$ cat src/rtl/rv64_pkg.sv
//------------------------------------------------------------------------------
// Module  : rv64_pkg
// Brief   : Shared widths, constants and fetch FSM state type for the RV64 core
// Revision: 1.0 - initial release
//------------------------------------------------------------------------------
`default_nettype none

package rv64_pkg;

    localparam int XLEN           = 64;
    localparam int INST_W         = 32;
    localparam int FETCH_BUS_W    = 96;
    localparam int FETCH_COMMIT_W = 161;

    localparam logic [INST_W-1:0] RV_NOP = 32'h0000_0013;

    typedef enum logic [1:0] {
        FETCH_IDLE = 2'd0,
        FETCH_REQ  = 2'd1,
        FETCH_WAIT = 2'd2,
        FETCH_HOLD = 2'd3
    } fetch_state_t;

    function automatic logic [XLEN-1:0] pc_plus4(input logic [XLEN-1:0] pc);
        return pc + 64'd4;
    endfunction

endpackage

`default_nettype wire

$ cat src/rtl/fetch_hold_buf.sv
//------------------------------------------------------------------------------
// Module  : fetch_hold_buf
// Brief   : One-entry instruction buffer used while decode is stalled
// Revision: 1.0 - initial release
//------------------------------------------------------------------------------
`default_nettype none

module fetch_hold_buf
    import rv64_pkg::*;
(
    input  logic              clk,
    input  logic              rst,
    input  logic              load,
    input  logic              clear,
    input  logic [INST_W-1:0] din,
    output logic              valid,
    output logic [INST_W-1:0] instr
);

    logic              valid_q, valid_d;
    logic [INST_W-1:0] instr_q, instr_d;

    // Load wins over clear so a capture is never lost to a stale clear.
    always_comb begin
        valid_d = valid_q;
        instr_d = instr_q;
        if (load) begin
            valid_d = 1'b1;
            instr_d = din;
        end else if (clear) begin
            valid_d = 1'b0;
        end
    end

    always_ff @(posedge clk) begin
        if (!rst) begin
            valid_q <= 1'b0;
            instr_q <= RV_NOP;
        end else begin
            valid_q <= valid_d;
            instr_q <= instr_d;
        end
    end

    assign valid = valid_q;
    assign instr = instr_q;

endmodule

`default_nettype wire

$ cat src/rtl/fetch_stage.sv
//------------------------------------------------------------------------------
// Module  : fetch_stage
// Brief   : RV64 instruction fetch: PC, single-outstanding imem read, redirect/stall
// Revision: 1.0 - initial release
//------------------------------------------------------------------------------
`default_nettype none

module fetch_stage
    import rv64_pkg::*;
#(
    parameter logic [63:0] RESET_PC = 64'h8000_0000
) (
    input  logic                      clk,
    input  logic                      rst,
    output logic                      imem_req_valid,
    input  logic                      imem_req_ready,
    output logic [XLEN-1:0]           imem_req_addr,
    input  logic                      imem_resp_valid,
    input  logic [INST_W-1:0]         imem_resp_data,
    input  logic                      fetch_i_stall,
    input  logic                      fetch_i_redirect_valid,
    input  logic [XLEN-1:0]           fetch_i_redirect_pc,
    output logic [FETCH_BUS_W-1:0]    fetch_o_bus_info,
    output logic [FETCH_COMMIT_W-1:0] fetch_o_commit_info
);

    fetch_state_t      state_q, state_d;
    logic [XLEN-1:0]   pc_q, pc_d;
    logic              kill_q, kill_d;

    logic              hold_load, hold_clear, hold_valid;
    logic [INST_W-1:0] hold_instr;

    logic              out_valid;
    logic [INST_W-1:0] out_instr;
    logic [XLEN-1:0]   out_next_pc;
    logic [XLEN-1:0]   redirect_tgt;

    assign redirect_tgt = {fetch_i_redirect_pc[XLEN-1:2], 2'b00};

    fetch_hold_buf u_hold (
        .clk   (clk),
        .rst   (rst),
        .load  (hold_load),
        .clear (hold_clear),
        .din   (imem_resp_data),
        .valid (hold_valid),
        .instr (hold_instr)
    );

    always_ff @(posedge clk) begin
        if (!rst) begin
            state_q <= FETCH_IDLE;
            pc_q    <= RESET_PC;
            kill_q  <= 1'b0;
        end else begin
            state_q <= state_d;
            pc_q    <= pc_d;
            kill_q  <= kill_d;
        end
    end

    always_comb begin
        state_d    = state_q;
        pc_d       = pc_q;
        kill_d     = kill_q;
        hold_load  = 1'b0;
        hold_clear = 1'b0;
        unique case (state_q)
            FETCH_IDLE: state_d = FETCH_REQ;
            FETCH_REQ: begin
                if (fetch_i_redirect_valid) begin
                    pc_d = redirect_tgt;
                    // An accepted request is already in flight to the old pc.
                    if (imem_req_ready) begin
                        state_d = FETCH_WAIT;
                        kill_d  = 1'b1;
                    end
                end else if (imem_req_ready) begin
                    state_d = FETCH_WAIT;
                end
            end
            FETCH_WAIT: begin
                if (fetch_i_redirect_valid) begin
                    pc_d = redirect_tgt;
                    if (imem_resp_valid) begin
                        state_d = FETCH_REQ;
                        kill_d  = 1'b0;
                    end else begin
                        kill_d  = 1'b1;
                    end
                end else if (imem_resp_valid) begin
                    if (kill_q) begin
                        state_d = FETCH_REQ;
                        kill_d  = 1'b0;
                    end else if (fetch_i_stall) begin
                        state_d   = FETCH_HOLD;
                        hold_load = 1'b1;
                    end else begin
                        state_d = FETCH_REQ;
                        pc_d    = pc_plus4(pc_q);
                    end
                end
            end
            FETCH_HOLD: begin
                if (fetch_i_redirect_valid) begin
                    pc_d       = redirect_tgt;
                    state_d    = FETCH_REQ;
                    hold_clear = 1'b1;
                end else if (!fetch_i_stall) begin
                    pc_d       = pc_plus4(pc_q);
                    state_d    = FETCH_REQ;
                    hold_clear = 1'b1;
                end
            end
            default: state_d = FETCH_IDLE;
        endcase
    end

    always_comb begin
        out_valid = 1'b0;
        out_instr = RV_NOP;
        if (!fetch_i_redirect_valid) begin
            if (state_q == FETCH_WAIT && imem_resp_valid && !kill_q && !fetch_i_stall) begin
                out_valid = 1'b1;
                out_instr = imem_resp_data;
            end else if (state_q == FETCH_HOLD && hold_valid) begin
                out_valid = 1'b1;
                out_instr = hold_instr;
            end
        end
        out_next_pc = out_valid ? pc_plus4(pc_q) : pc_q;
    end

    assign imem_req_valid      = (state_q == FETCH_REQ);
    assign imem_req_addr       = pc_q;
    assign fetch_o_bus_info    = {out_instr, pc_q};
    assign fetch_o_commit_info = {out_valid, out_instr, out_next_pc, pc_q};

endmodule

`default_nettype wire
$ cat config.mk
export PLATFORM = sky130hd
export DESIGN_NAME = fetch_stage
export DESIGN_NICKNAME = d
export VERILOG_FILES = /design/src/rtl/rv64_pkg.sv /design/src/rtl/fetch_hold_buf.sv /design/src/rtl/fetch_stage.sv
export SDC_FILE = /design/constraint.sdc
export NUM_CORES = 1
export LEC_CHECK = 0
export ABC_AREA = 1
export BUFFER_PORTS_ARGS = -buffer_cell sky130_fd_sc_hd__buf_4
export CORE_MARGIN = 2
export CORE_UTILIZATION = 30
export CTS_CLUSTER_SIZE = 10
export DETAILED_ROUTE_END_ITERATION = 6
export HOLD_SLACK_MARGIN = 0.05
export SLEW_MARGIN = 20
export SYNTH_ARGS = -nofsm -noshare
export SYNTH_HDL_FRONTEND = slang
export SYNTH_SLANG_ARGS = --single-unit
$ cat constraint.sdc
create_clock -name clk -period 2.35 [get_ports clk]
set_input_delay 0.47 -clock clk [delete_from_list [all_inputs] [get_ports clk]]
set_output_delay 0.47 -clock clk [all_outputs]
set_load 0.03 [all_outputs]
==> run summary <==
Status = finished, violations left
Violations in the final reports = negative setup slack
Crit start category = flop
Average routed wire per standard cell = 19.0 µm
Peak clock frequency supported by timing = 0.377 GHz
Number of enable flip-flop cells after synthesis = 0
Primary FF master, synth = sky130_fd_sc_hd__dfxtp_1
Fraction of layout cells with a size suffix above 1 = 0.494
Sequential fraction of the synthesis area = 0.233
Critical path peak fanout = 6
Number of sinks on the clock net = 98
Level count of the clock H-tree = 3
Unique masters post-synth = 34
Final Routed Wirelength = 41.0 mm
Power per standard cell area = 760 nW/µm²
Peak supply drop = 0.457 mV
Worst path arrival time = 2.19 ns
Unrepaired setup endpoints after global routing = yes
Clk Tree Root Cell = sky130_fd_sc_hd__clkbuf_16
Average footprint of a synthesized cell = 6.12 µm²
Final worst slack = -0.305 ns
Die Wd = 172 µm
Mean number of vias per cell = 4.88
I/O Pins = 424
Max-cap viol count = 0
Wire length of the first global-routing pass = 57.4 mm
Endpoints failing hold = 0
GRT Residual Overflow = 0
R2r worst-path depth = 15
Iteration-0 DRC Markers = 573
Routability Congestion = 0.910
Core area = 27700 µm²
Remaining number of nets flagged by the antenna check after routing = 0
# port buffers = 413
Overall die area = 29500 µm²
Y dimension of the die = 172 µm
Number of buffers on the longest clock path = 2
Clock tree from TritonCTS = built
Count of nets after finishing = 1885
Insertion delay of the later-clocked pin in the worst-skew pair = 0.37 ns
Clock input transition at the sequential cells of the worst setup and hold paths = 0.09 ns
Count of standard-cell rows = 61
Vias in the first global route = 9839
Final cell utilization of the core = 0.526
Flip-flop and latch count after synthesis = 98
Total instance count after detailed placement = 2088
Number of instances in the synthesized netlist = 1379
Final cycle utilization of the critical path = 1.13
Number of cells on the worst hold path = 3
Initial antenna violation count = 1
GRT Resource Usage Total = 0.259
Maximum number of pins on one net before global-route repair = 63
Cell area after synthesis = 8430 µm²
Leakage power of the design = 6.46 nW
Number of remaining DRC errors = 0
Crit Path Category = reg2out
Number of pins with negative max-slew slack in the final report = 0
Layout overhead on the synthesized area = 72.8%
Synthesis Warnings = 0
Number of buffers created by CTS = 9
Final critical path time including I/O delays and setup = 2.66 ns
DP Wirelength = 29.3 mm
Number of standard cells in the final layout excluding fillers = 2162
Fraction of registers with async set or reset after synthesis = 0
Initial standard-cell utilization of the core = 0.304
Router iterations before antenna repair = 7
Vias = 10555
Commonest cells after routing, fill and taps aside = sky130_fd_sc_hd__buf_4, sky130_fd_sc_hd__nand2_1, sky130_fd_sc_hd__a21oi_1
Critical Path End Type = output port
Number of hold buffers added after CTS = 0
Commonest non-fill, non-tap cell in the layout = sky130_fd_sc_hd__buf_4
Number of setup violations in the final report = 127
Worst setup skew after layout = 0.0139 ns
Endpoint required time on the critical path = 1.88 ns
Worst Hold Class = in2reg
[layer usage]
layer	up-vias	global-route usage	routed length (µm)
met5	-	0	0
met4	0	0.103	1450
met3	61	0.0306	2570
met2	434	0.455	20400
met1	4996	0.320	16600
li1	5064	-	-
[cells by family (layout without fill, tap and decap cells)]
group                      count (synthesis)  after routing  synth area share
adders and majority gates                  5              5           0.00742
DFF                                       98             98             0.233
xor gates and xnor gates                  32             32            0.0341
and+or+nand+nor                          586            586             0.293
AOI/OAI and AO/OA                        333            333             0.209
other                                      1              9          0.000445
buffers and inverters                    324            721             0.223
[flip-flops by register name, summed over array words and instances, names as in the netlist]
name           cells
state_q            2
u_hold.valid       1
imem_req_addr     62
kill_q             1
u_hold.instr      32
[worst paths after layout]
check                          from                  endpoint  slack [ns]
setup reg to reg   imem_req_addr[3]         imem_req_addr[50]        0.21
setup / recovery         state_q[0]  fetch_o_commit_info[105]       -0.31
hold / removal    imem_resp_data[1]           u_hold.instr[1]        0.33
hold reg to reg     u_hold.instr[0]           u_hold.instr[0]        0.47
[synth_stat cells, types with 8 or more instances]
library cell	count	area [µm²]
sky130_fd_sc_hd__xnor2_1	11	96.3
sky130_fd_sc_hd__o21ai_1	12	60.1
sky130_fd_sc_hd__nand2_2	16	100
sky130_fd_sc_hd__nand2_1	348	1310
sky130_fd_sc_hd__o21ai_0	136	681
sky130_fd_sc_hd__nor2_2	8	50.1
sky130_fd_sc_hd__xor2_1	20	175
sky130_fd_sc_hd__clkbuf_1	43	161
sky130_fd_sc_hd__a21oi_1	147	736
sky130_fd_sc_hd__inv_1	91	342
sky130_fd_sc_hd__dfxtp_1	98	1960
sky130_fd_sc_hd__buf_4	176	1320
sky130_fd_sc_hd__a211oi_1	29	218
sky130_fd_sc_hd__nand3_1	43	215
sky130_fd_sc_hd__nor2_1	143	537
sky130_fd_sc_hd__nor2_4	8	90.1
sky130_fd_sc_hd__nand4_1	10	62.6
[critical path, cell delays in order (launching register included)]
cell and delay (ns):
sky130_fd_sc_hd__dfxtp_2 0.33, sky130_fd_sc_hd__inv_2 0.07, sky130_fd_sc_hd__ha_4 0.15, sky130_fd_sc_hd__inv_4 0.04, sky130_fd_sc_hd__nor2_4 0.11, sky130_fd_sc_hd__nand3_4 0.09, sky130_fd_sc_hd__a21oi_4 0.17, sky130_fd_sc_hd__buf_12 0.15
sky130_fd_sc_hd__buf_8 0.13, sky130_fd_sc_hd__buf_6 0.13, sky130_fd_sc_hd__buf_16 0.13, sky130_fd_sc_hd__nand3_2 0.07, sky130_fd_sc_hd__o21ai_1 0.08, sky130_fd_sc_hd__buf_4 0.18
[where the power goes]
part           leakage, nW  internal [mW]  switching (mW)  total (mW)
sequential           0.812           1.98           0.323        2.30
combinational         5.50           2.68            4.49        7.17
clock                0.149          0.764           0.831        1.59
[metrics by stage]
| stage | TNS [ns] | cell area, µm² | worst slack (ns) | power [mW] | hold WS (ns) |
|---|---|---|---|---|---|
| finish | -25.90 | 14600 | -0.305 | 11.1 | 0.331 |
| global route | -37.45 | 14600 | -0.396 | 11.6 | 0.339 |
| CTS | -25.22 | 13800 | -0.277 | 10.9 | 0.318 |
| detailed placement | 0 | 12100 | 0.0239 | 8.89 | 0.447 |
| global placement | -0.0172 | 12100 | -0.0128 | 8.86 | 0.442 |
| floorplan | -1.75 | 8940 | -0.105 | 6.67 | 0.429 |
[timing repair]
item / 4_1_cts / 5_1_grt
endpoints found under the hold margin: 0 / 0
pin swaps: 35 / 41
cloned: 11 / 10
setup buffers: 24 / 19
resized for setup: 259 / 137
setup endpoints to repair: 127 / 128
[layout make-up]
class / count / area (µm²)
antenna: 1 / 2.50
clock buffer: 9 / 225
clock inverter: 7 / 76.3
fill: 2753 / 13100
inverter: 97 / 384
multi-input combinational: 964 / 5850
sequential: 98 / 2000
tap: 378 / 473
timing repair buffer: 608 / 5570
Note: power is estimated with default switching activity, not from simulation.
